`config.mk`:
```
export PLATFORM = sky130hd
export DESIGN_NAME = b02_bcd_serial_tx
export DESIGN_NICKNAME = d
export VERILOG_FILES = /design/src/rtl/b02_bcd_serial_tx.sv
export SDC_FILE = /design/constraint.sdc
export NUM_CORES = 1
export LEC_CHECK = 0
export ABC_AREA = 1
export CORE_ASPECT_RATIO = 0.6
export CORE_MARGIN = 5
export CORE_UTILIZATION = 51
export DETAILED_ROUTE_END_ITERATION = 6
export PLACE_DENSITY = 0.78
export SLEW_MARGIN = 25
export SYNTH_ARGS = -nofsm -noshare
export SYNTH_HDL_FRONTEND = slang
export SYNTH_SLANG_ARGS = --single-unit
```
`constraint.sdc`:
```
create_clock -name clock -period 2.5 [get_ports clock]
set_clock_uncertainty 0.15 [all_clocks]
set_input_delay 0.75 -clock clock [delete_from_list [all_inputs] [get_ports clock]]
set_output_delay 0.75 -clock clock [all_outputs]
set_load 0.01 [all_outputs]
```
`src/rtl/b02_bcd_serial_tx.sv`:
```
`default_nettype none
// ============================================================================
// Module      : b02_bcd_serial_tx
// Description : Serial BCD digit transmitter feeding the LINEA bit line.
//               Digits enter through a valid/ready port into a DEPTH-entry
//               FIFO and are shifted out MSB-first, one bit per clock, with
//               GAP idle cycles between digits. Non-BCD digits (>9) are
//               accepted, dropped and flagged on ERR_NONBCD.
//               Optional macro B02_TX_PARITY_EN appends an odd-parity bit
//               after bit0 of every digit (5-bit frames instead of 4).
// Revision    : 1.0 - initial release
// ============================================================================
module b02_bcd_serial_tx #(
    parameter int DEPTH = 4,   // FIFO entries, power of 2, >= 2
    parameter int GAP   = 1    // idle cycles between digits, 0 = back-to-back
) (
    input  logic       clock,
    input  logic       RESET_G,
    input  logic       DIN_VALID,
    input  logic [3:0] DIN,
    output logic       DIN_READY,
    output logic       LINEA,
    output logic       BIT_VALID,
    output logic       DIGIT_START,
    output logic       BUSY,
    output logic       ERR_NONBCD
);

`ifdef B02_TX_PARITY_EN
    localparam int c_FRAME_BITS = 5;
`else
    localparam int c_FRAME_BITS = 4;
`endif

    localparam int c_AW = (DEPTH > 1) ? $clog2(DEPTH) : 1;
    localparam int c_CW = $clog2(DEPTH + 1);
    localparam int c_GW = (GAP > 1) ? $clog2(GAP) : 1;

    localparam logic [c_CW-1:0] c_FULL     = c_CW'(DEPTH);
    localparam logic [2:0]      c_LAST_BIT = 3'(c_FRAME_BITS);
    localparam logic [c_GW-1:0] c_GAP_LAST = (GAP > 0) ? c_GW'(GAP - 1) : '0;

    typedef enum logic [1:0] {
        ST_IDLE  = 2'd0,
        ST_SHIFT = 2'd1,
        ST_GAP   = 2'd2
    } state_t;

    // FIFO storage and control
    logic [3:0]              r_mem [DEPTH];
    logic [c_AW-1:0]         r_wr_ptr;
    logic [c_AW-1:0]         r_rd_ptr;
    logic [c_CW-1:0]         r_count;
    logic [c_CW-1:0]         w_count_next;
    logic                    r_err;

    // Transmit FSM
    state_t                  r_state;
    logic [c_FRAME_BITS-1:0] r_shift;
    logic [2:0]              r_bit_cnt;
    logic [c_GW-1:0]         r_gap_cnt;
    logic                    r_linea;
    logic                    r_bit_valid;
    logic                    r_digit_start;
    logic                    r_busy;

    logic                    w_push;
    logic                    w_write;
    logic                    w_pop;
    logic                    w_nonempty;
    logic                    w_frame_done;
    logic                    w_gap_done;
    logic [3:0]              w_head;
    logic [c_FRAME_BITS-1:0] w_frame;

    // Ready deliberately ignores a same-cycle pop so a full FIFO never takes a push
    assign DIN_READY    = (r_count != c_FULL);
    assign w_push       = DIN_VALID & DIN_READY;
    assign w_write      = w_push & (DIN <= 4'd9);
    assign w_nonempty   = (r_count != '0);
    assign w_frame_done = (r_state == ST_SHIFT) && (r_bit_cnt == c_LAST_BIT);
    assign w_gap_done   = (r_state == ST_GAP) && (r_gap_cnt == c_GAP_LAST);

    // A digit is launched from idle, straight after a frame when GAP=0, or at gap end
    assign w_pop = w_nonempty &&
                   ((r_state == ST_IDLE) || (w_frame_done && (GAP == 0)) || w_gap_done);

    assign w_count_next = r_count + c_CW'(w_write) - c_CW'(w_pop);
    assign w_head       = r_mem[r_rd_ptr];

`ifdef B02_TX_PARITY_EN
    assign w_frame = {w_head, ~^w_head};
`else
    assign w_frame = w_head;
`endif

    // FIFO data array; contents need no reset since count gates every read
    always_ff @(posedge clock) begin
        if (w_write) begin
            r_mem[r_wr_ptr] <= DIN;
        end
    end

    // FIFO pointers, occupancy and the non-BCD drop flag
    always_ff @(posedge clock or posedge RESET_G) begin
        if (RESET_G) begin
            r_wr_ptr <= '0;
            r_rd_ptr <= '0;
            r_count  <= '0;
            r_err    <= 1'b0;
        end else begin
            r_err   <= w_push & (DIN > 4'd9);
            r_count <= w_count_next;
            if (w_write) begin
                r_wr_ptr <= r_wr_ptr + c_AW'(1);
            end
            if (w_pop) begin
                r_rd_ptr <= r_rd_ptr + c_AW'(1);
            end
        end
    end

    // Transmit FSM: launching a digit drives its MSB in the same edge as the pop
    always_ff @(posedge clock or posedge RESET_G) begin
        if (RESET_G) begin
            r_state       <= ST_IDLE;
            r_shift       <= '0;
            r_bit_cnt     <= '0;
            r_gap_cnt     <= '0;
            r_linea       <= 1'b0;
            r_bit_valid   <= 1'b0;
            r_digit_start <= 1'b0;
            r_busy        <= 1'b0;
        end else begin
            r_linea       <= 1'b0;
            r_bit_valid   <= 1'b0;
            r_digit_start <= 1'b0;
            if (w_pop) begin
                r_linea       <= w_frame[c_FRAME_BITS-1];
                r_bit_valid   <= 1'b1;
                r_digit_start <= 1'b1;
                r_shift       <= w_frame << 1;
                r_bit_cnt     <= 3'd1;
                r_state       <= ST_SHIFT;
                r_busy        <= 1'b1;
            end else begin
                case (r_state)
                    ST_IDLE: begin
                        r_busy <= (w_count_next != '0);
                    end
                    ST_SHIFT: begin
                        if (!w_frame_done) begin
                            r_linea     <= r_shift[c_FRAME_BITS-1];
                            r_bit_valid <= 1'b1;
                            r_shift     <= r_shift << 1;
                            r_bit_cnt   <= r_bit_cnt + 3'd1;
                            r_busy      <= 1'b1;
                        end else if (GAP != 0) begin
                            r_state   <= ST_GAP;
                            r_gap_cnt <= '0;
                            r_busy    <= 1'b1;
                        end else begin
                            r_state <= ST_IDLE;
                            r_busy  <= (w_count_next != '0);
                        end
                    end
                    ST_GAP: begin
                        if (!w_gap_done) begin
                            r_gap_cnt <= r_gap_cnt + c_GW'(1);
                            r_busy    <= 1'b1;
                        end else begin
                            r_state <= ST_IDLE;
                            r_busy  <= (w_count_next != '0);
                        end
                    end
                    default: begin
                        r_state <= ST_IDLE;
                        r_busy  <= (w_count_next != '0);
                    end
                endcase
            end
        end
    end

    assign LINEA       = r_linea;
    assign BIT_VALID   = r_bit_valid;
    assign DIGIT_START = r_digit_start;
    assign BUSY        = r_busy;
    assign ERR_NONBCD  = r_err;

endmodule
`default_nettype wire
```
==> flow_summary_export.csv, run 1 <==
group,metric,value,unit
run_status,status,"complete, but fails checks",
run_status,violations,"setup timing",
detailed_routing,routedWlPerCell,13.4,um
final_layout,final-seq-area,1010,um2
hold_path,min_path_type,"register to register",
final_layout,layout-drive-gt1-share,0.263,
clock_tree,htree_levels,2,
hold_path,hold_depth,1,
die,start_util,0.533,
sta,grt_setup_unrepaired,"true",
worst_setup_path,cp.depth,16,
die,core-area,3260,um2
final_layout,num_antenna_cells,0,
worst_setup_path,slowest_delay,0.52,ns
synth,ys_warn_count,0,
global_route,grt_max_degree,22,
detailed_routing,drt-initial-drc-count,133,
placed_design,gp_congestion,0.861,
global_route,grt_pass1_vias,1205,
sta,setup_viol,1,
final_layout,final_nets,231,
global_route,grt_pass1_wl,5330,um
die,die_area,4720,um2
final_layout,syn2layout_area_growth,29.1,%
die,ios,13,
clock_tree,cts_tree,"built",
global_route,grtUsageTotal,0.148,
detailed_routing,viasPerCell,5.00,
synth,yosysTopAreaCell,"dfrtp_1",
sta,worst_slew_pin_slew,0.409,ns
power,powerDensity,1340,nW/um2
synth,yosysUniqueCellTypes,22,
final_layout,multi_input_area,672,um2
clock_tree,clock_sinks,37,
synth,synth_top_flop_cell,"dfrtp_1",
worst_setup_path,r2r_cells,16,
worst_setup_path,arrival,2.54,ns
detailed_routing,drc,0,
placed_design,io_buffers,12,
flow_run,drv_cap,0,
synth,async_reset_ff_frac,0.568,
power,power,3000,uW
worst_setup_path,crit_slowest_cell,"fa_1",
synth,synth_top_area_frac,0.302,
clock_tree,clkLatencyLatePin,0.29,ns
clock_tree,clock_path_buffers,2,
synth,synth_area_leaders,"dfrtp_1, edfxtp_1, ha_1",
die,dieHeight,55.2,um
sta,final-hold-violation-count,0,
global_route,overflow,0,
power,leakage,0.00105,uW
sta,tns,-0.0126,ns
final_layout,fillers,251,
synth,synth_area,1740,um2
sta,fin_crit_sh,1.01,
sta,fmax,398,MHz
worst_setup_path,endpoint_kind,"register",
worst_setup_path,worstPathRequired,2.53,ns
synth,synth-seq-cells,37,
synth,synthTopCellsByCount,"inv_1, nand2_1, dfrtp_1",
worst_setup_path,cp-start-kind,"register",
sta,final_max_slew_viol_count,0,
synth,ys_seq_area_frac,0.578,
die,dieWidth,85.4,um
clock_tree,cts-root-buf,"clkbuf_8",
global_route,antenna_found_initial,0,
synth,synth.avg_cell_area,10.1,um2
worst_setup_path,critPathKind,"register to register",
clock_tree,cts_buffers,5,
clock_tree,path_clk_slew,0.07,ns
detailed_routing,wl,3470,um
sta,period_needed,2.51,ns
synth,synth_edf_count,16,
worst_setup_path,critical_path_buf_inv_count,6,
worst_setup_path,cp_max_fo,3,
detailed_routing,ant_nets,0,
worst_setup_path,cp_cell_sequence,"inv_2 > ha_4 > inv_4 > nand2_2 > nand2_2 > inv_2 > ha_4 > inv_2 > ha_4 > inv_2 > fa_1 > inv_2 > nor2_2 > nand3_1 > o21ai_1 > nand2_1",
worst_setup_path,critPathMostFrequentCell,"inv_2",
worst_setup_path,crit_family,"adder cells",
clock_tree,cts_hold_buf,0,
power,vdd_drop_max,0.795,mV
detailed_routing,firstDrtPassIters,4,
synth,synthesis.instances,173,
detailed_routing,vias,1290,
sta,relSlewSlack,0.727,
synth,synthesis.nets,192,
die,placementRows,16,
sta,setup_ws,-0.0126,ns
synth,synth.most_common_cell,"inv_1",
placed_design,dpl.hpwl,2350,um
kinds of logic after synthesis:
logic type / share of synthesized area
AO/OA/AOI/OAI: 0.0612
XOR/XNOR: 0.0144
adder cells (fa/ha/maj): 0.0906
buffers and inverters: 0.0806
flip-flops: 0.578
AND/OR/NAND/NOR: 0.175
report_power, final:
part           internal, uW  switching, uW
clock                   325            202
combinational           671            812
sequential              837            157
total                  1830           1170
placed cells by master (no fill, tap or decap), drive strengths merged:
master,n
o21ai,13
dfrtp,21
ha,11
fa,1
clkbuf,9
nand2,33
edfxtp,16
a21boi,1
bufinv,1
inv,33
a21oi,6
xor2,2
dlygate4sd2,1
nand4,2
buf,23
clkdlybuf4s50,8
nand3,20
nor2,12
stage by stage:
stage	setup WS, ns	instance area (um2)	util	instances	hold WS [ns]
after floorplan	0.000945	1770	-	173	0.317
after global placement	-0.504	2030	0.622	241	0.341
after detailed placement	-0.588	2030	0.622	241	0.346
after CTS	0.00647	2170	0.664	252	0.365
after global routing	-0.164	2250	0.688	258	0.385
final	-0.0126	2250	0.688	258	0.363
sequential cells by signal (all words and copies together) (netlist names):
register	cells
r_rd_ptr	2
r_state	2
r_mem	16
BIT_VALID	1
LINEA	1
r_shift	3
DIGIT_START	1
ERR_NONBCD	1
r_wr_ptr	2
BUSY	1
r_count	3
r_gap_cnt	1
r_bit_cnt	3
layer usage:
layer	vias to the layer above	global-route usage	wire length, um
li1	629	-	-
met2	39	0.228	1670
met1	614	0.179	1510
met3	8	0.0624	216
met4	0	0.0722	77
met5	-	0	0
area by class of cell:
cell class | instances | area share
clock buffers | 7 | 0.0384
clock inverters | 1 | 0.0134
inverters | 33 | 0.0563
multi-input cells | 101 | 0.299
flip-flops and latches | 37 | 0.448
well taps | 45 | 0.0251
repair buffers | 34 | 0.120
worst reg2reg max path, delay by kind of cell, from the launching register on:
kind | cells | cell delay [ns]
compound gates | 1 | 0.08
fa+ha+maj | 4 | 1.02
buf+inv | 6 | 0.35
flops | 1 | 0.44
simple gates | 5 | 0.37
final timing paths:
path,startpoint,endpoint,slack (ns)
setup / recovery,r_state[1],BUSY,-0.01
min in group asynchronous,RESET_G,r_state[0],0.63
max in group asynchronous,RESET_G,BUSY,1.35
setup reg to reg,r_state[1],BUSY,-0.01
hold reg to reg,r_bit_cnt[2],r_bit_cnt[2],0.36
hold / removal,r_bit_cnt[2],r_bit_cnt[2],0.36
what timing repair did:
action / CTS / global route
gates resized for setup: 8 / 21
endpoints found under the setup margin: 2 / 2
setup buffers: 3 / 6
cloned: 0 / 0
pin swaps: 2 / 10
No activity file was read; power rests on OpenSTA's default activity.
==> run 2, diff against run 1 <==
- CAP_MARGIN: not set -> 20
- CORE_MARGIN: 5 -> 2
- CTS_CLUSTER_DIAMETER: not set -> 80
==> run 2 against run 1 <==
The flow now finishes without violations. Register-to-register slack gained 0.02 ns. Routed wire length is 3.2% higher. Via count grew 0.16%. Largest power group unchanged.
==> flow_summary_export.csv, run 2 (synthesized netlist as in run 1, its figures left out) <==
group,metric,value,unit
worst_setup_path,cp_max_fo,3,
die,placementRows,16,
die,core-area,3260,um2
run_status,status,"finished, final reports clean",
die,die_area,3910,um2
detailed_routing,ant_nets,0,
final_layout,num_antenna_cells,0,
clock_tree,clkLatencyLatePin,0.29,ns
die,dieWidth,79.4,um
power,power_frac_comb,0.500,
global_route,grt_pass1_wl,5710,um
sta,fmax,401,MHz
clock_tree,htree_levels,2,
detailed_routing,vias,1292,
hold_path,min_path_type,"register to register",
worst_setup_path,cp_cell_sequence,"inv_2 > ha_4 > inv_4 > nand2_4 > nand2_4 > inv_4 > ha_4 > inv_2 > ha_4 > inv_2 > fa_1 > inv_1 > nor2_1 > nand3_1 > o21ai_1 > nand2_1",
clock_tree,clock_sinks,37,
clock_tree,cts_tree,"built",
detailed_routing,viasPerCell,4.99,
detailed_routing,routedWlPerCell,13.8,um
detailed_routing,drt-initial-drc-count,77,
final_layout,largest-register,"r_mem",
power,power,2980,uW
final_layout,layout_common_cells,"inv_1, nand2_1, buf_4",
clock_tree,clock_path_buffers,2,
worst_setup_path,cp-start-kind,"register",
sta,worst_slew_pin_slew,0.380,ns
worst_setup_path,critical_path_buf_inv_count,6,
power,p_clk_frac,0.167,
detailed_routing,wl,3580,um
sta,final_max_slew_viol_count,0,
worst_setup_path,arrival,2.52,ns
flow_run,drv_cap,0,
sta,tns,0,ns
power,p_sw_frac,0.395,
final_layout,largest_reg_flops,16,
final_layout,syn2layout_area_growth,29.9,%
die,dieHeight,49.2,um
global_route,antenna_found_initial,0,
sta,relSlewSlack,0.746,
die,ios,13,
final_layout,final_nets,232,
global_route,overflow,0,
worst_setup_path,worstPathRequired,2.52,ns
global_route,grt_max_degree,22,
final_layout,layout-drive-gt1-share,0.252,
worst_setup_path,endpoint_kind,"register",
power,seq_power_share,0.334,
power,p_switching,1180,uW
worst_setup_path,slowest_delay,0.48,ns
sta,grt_setup_unrepaired,"true",
power,vdd_drop_max,0.837,mV
clock_tree,path_clk_slew,0.07,ns
sta,final-hold-violation-count,0,
clock_tree,cts_buffers,5,
placed_design,dpl.hpwl,2360,um
sta,whs,0.365,ns
sta,setup_viol,0,
worst_setup_path,crit_family,"adder cells",
detailed_routing,firstDrtPassIters,4,
placed_design,io_buffers,12,
worst_setup_path,crit_slowest_cell,"fa_1",
global_route,grtUsageTotal,0.196,
die,start_util,0.533,
global_route,grt_pass1_vias,1339,
power,powerDensity,1320,nW/um2
sta,fin_crit_sh,0.998,
detailed_routing,drc,0,
placed_design,gp_congestion,0.892,
power,internal-power,1800,uW
power,leakage,0.00106,uW
clock_tree,cts-root-buf,"clkbuf_8",
sta,period_needed,2.49,ns
worst_setup_path,critPathKind,"register to register",
## run 2: cell count changes in the layout (fill, tap and decap cells not counted), sizes merged
cell | before | now
clkbuf | 9 | 6
buf | 23 | 25
clkdlybuf4s15 | 0 | 1
clkinv | 0 | 1
## run 2: path summary, 6_finish.rpt
| check | endpoint | start | slack [ns] | cells past startpoint |
|---|---|---|---|---|
| worst max-delay path | BUSY | r_state[1] | 0.006 | 16 |
| worst min-delay path | r_bit_cnt[2] | r_bit_cnt[2] | 0.36 | 1 |
| worst max register to register | BUSY | r_state[1] | 0.006 | 16 |
| worst min register to register | r_bit_cnt[2] | r_bit_cnt[2] | 0.36 | 1 |
| max in group asynchronous | LINEA | RESET_G | 1.34 | 3 |
| min in group asynchronous | r_wr_ptr[1] | RESET_G | 0.64 | 3 |
## run 2: power by group through the flow
stage          logic, uW  registers (uW)  clock network [uW]
2_1_floorplan        848             962                   0
3_3_place_gp        1140             980                   0
3_5_place_dp        1220             992                   0
4_1_cts             1390             988                 500
5_1_grt             1670            1020                 531
6_report            1490             994                 497
## run 2: repair_timing
item                                    in CTS  in global routing
pin swaps                                   10                  6
endpoints found under the setup margin       2                  2
resized for setup                           25                  6
setup buffers                                8                  2
hold buffers                                 0                  0
## run 2: metrics by stage
stage          worst slack (ns)  std cells   util  area [um2]
2_1_floorplan          0.000945        173      -        1770
6_report                0.00613        259  0.692        2260
3_3_place_gp             -0.505        241  0.622        2030
5_1_grt                 -0.0541        259  0.692        2260
3_5_place_dp             -0.608        241  0.622        2030
4_1_cts                 0.00348        257  0.682        2220
## run 2: final cells by class
class	instances	area, um2
Sequential cell	37	1010
Fill cell	234	1000
Multi-Input combinational cell	101	679
Timing Repair Buffer	35	283
Inverter	33	129
Clock buffer	6	72.6
Tap cell	45	56.3
Clock inverter	2	33.8
## run 2: per-layer routing
| layer | wire, um | global-route usage | part of all wire | vias up |
|---|---|---|---|---|
| li1 | - | - | - | 636 |
| met1 | 1590 | 0.235 | 0.44 | 620 |
| met2 | 1790 | 0.321 | 0.50 | 28 |
| met3 | 155 | 0.0685 | 0.043 | 8 |
| met5 | 0 | 0 | 0 | - |
| met4 | 48 | 0.0891 | 0.013 | 0 |
==> run 3, diff against run 2 <==
- CAP_MARGIN: 20 -> 30
- REMOVE_ABC_BUFFERS: not set -> 1
- SLEW_MARGIN: 25 -> not set
==> run 3 against run 2 <==
Largest power group unchanged. Non-clock buffer count is 7 lower. Clock power rose by 21%. Cell count decreased by 2.7%.
==> flow_summary_export.csv, run 3 (synthesized netlist as in run 1, its figures left out) <==
group,metric,value,unit
sta,setup_viol,0,
global_route,grt_max_degree,22,
sta,final-hold-violation-count,0,
flow_run,drv_cap,0,
power,vdd_drop_max,0.580,mV
placed_design,dpl.hpwl,2390,um
worst_setup_path,arrival,1.51,ns
power,internal-power,1790,uW
detailed_routing,vias,1234,
die,start_util,0.533,
clock_tree,cts_buffers,5,
final_layout,layout_common_cells,"inv_1, nand2_1, dfrtp_1",
final_layout,syn2layout_area_growth,27.3,%
clock_tree,clock_sinks,37,
die,die_area,3910,um2
final_layout,final_nets,225,
detailed_routing,routedWlPerCell,12.9,um
die,placementRows,16,
clock_tree,cts_tree,"built",
final_layout,layout-drive-gt1-share,0.237,
die,dieWidth,79.4,um
die,ios,13,
power,power,2900,uW
global_route,antenna_found_initial,0,
worst_setup_path,worstPathRequired,1.60,ns
clock_tree,clkLatencyLatePin,0.29,ns
sta,final_max_slew_viol_count,0,
sta,whs,0.366,ns
power,p_sw_frac,0.382,
sta,setup_ws,0.0910,ns
placed_design,io_buffers,12,
final_layout,stdcell_count,252,
clock_tree,clock_path_buffers,2,
power,seq_power_share,0.345,
die,dieHeight,49.2,um
power,leakage,0.00103,uW
detailed_routing,firstDrtPassIters,4,
die,core-area,3260,um2
run_status,status,"finished, final reports clean",
sta,worst_slew_pin_slew,0.405,ns
sta,tns,0,ns
power,powerDensity,1310,nW/um2
power,power_frac_comb,0.447,
clock_tree,path_clk_slew,0.07,ns
global_route,grt_pass1_wl,5550,um
worst_setup_path,endpoint_kind,"output pin",
clock_tree,cts-root-buf,"clkbuf_8",
detailed_routing,drc,0,
sta,fin_crit_sh,0.964,
sta,period_needed,2.41,ns
placed_design,pre_cts_slack,-0.791,ns
placed_design,dp.cells,239,
global_route,grtUsageTotal,0.191,
worst_setup_path,critPathKind,"register to output pin",
final_layout,largest-register,"r_mem",
final_layout,num_antenna_cells,0,
global_route,overflow,0,
placed_design,gp_congestion,0.881,
detailed_routing,ant_nets,0,
final_layout,largest_reg_flops,16,
global_route,grt_pass1_vias,1220,
worst_setup_path,cp-start-kind,"register",
sta,fmax,415,MHz
sta,relSlewSlack,0.730,
detailed_routing,viasPerCell,4.90,
sta,grt_setup_unrepaired,"true",
detailed_routing,wl,3240,um
worst_setup_path,cp_max_fo,4,
power,p_clk_frac,0.208,
clock_tree,htree_levels,2,
hold_path,min_path_type,"register to register",
power,p_switching,1110,uW
detailed_routing,drt-initial-drc-count,86,
[run 3: power groups by stage]
stage	registers (uW)	clock network, uW	logic [uW]
floorplan	975	0	774
global placement	982	0	1090
detailed placement	994	0	1150
CTS	987	615	1220
global route	1020	641	1490
finish	1000	603	1300
[run 3: routing by layer]
| layer | share of wire | global-route usage | up-vias |
|---|---|---|---|
| met2 | 0.46 | 0.281 | 20 |
| met1 | 0.49 | 0.271 | 595 |
| met5 | 0 | 0 | - |
| li1 | - | - | 615 |
| met3 | 0.042 | 0.0500 | 4 |
| met4 | 0.011 | 0.0776 | 0 |
[run 3: worst paths after layout]
kind / from / endpoint / slack [ns] / cells past startpoint
hold reg to reg: r_bit_cnt[2] / r_bit_cnt[2] / 0.37 / 1
setup reg to reg: r_state[1] / BUSY / 0.10 / 16
min in group asynchronous: RESET_G / r_shift[3] / 0.63 / 3
max in group asynchronous: RESET_G / r_wr_ptr[1] / 1.35 / 3
hold / removal: r_bit_cnt[2] / r_bit_cnt[2] / 0.37 / 1
setup / recovery: r_count[1] / DIN_READY / 0.09 / 3
[run 3: critical path: stages (launching register included)]
cell,delay (ns)
dfrtp_1,0.45
nor2_4,0.16
nand2_2,0.11
clkdlybuf4s50_1,0.49
[run 3: cell type report]
type	count	area, um2
fillers	223	1050
flip-flops and latches	37	1010
multi-input cells	101	667
repair buffers	28	228
inverters	33	124
clock buffers	5	68.8
clock inverters	3	65.1
well taps	45	56.3
[run 3: repair_timing]
action	4_1_cts	5_1_grt
buffers inserted	2	3
endpoints found under the setup margin	3	2
gates resized for setup	22	12
hold buffers	0	0
pin swaps	6	6
[run 3: through the flow]
stage | utilization | cell area (um2)
6_report | 0.679 | 2210
5_1_grt | 0.679 | 2210
4_1_cts | 0.662 | 2160
3_5_place_dp | 0.607 | 1980
3_3_place_gp | 0.607 | 1980
2_1_floorplan | - | 1720
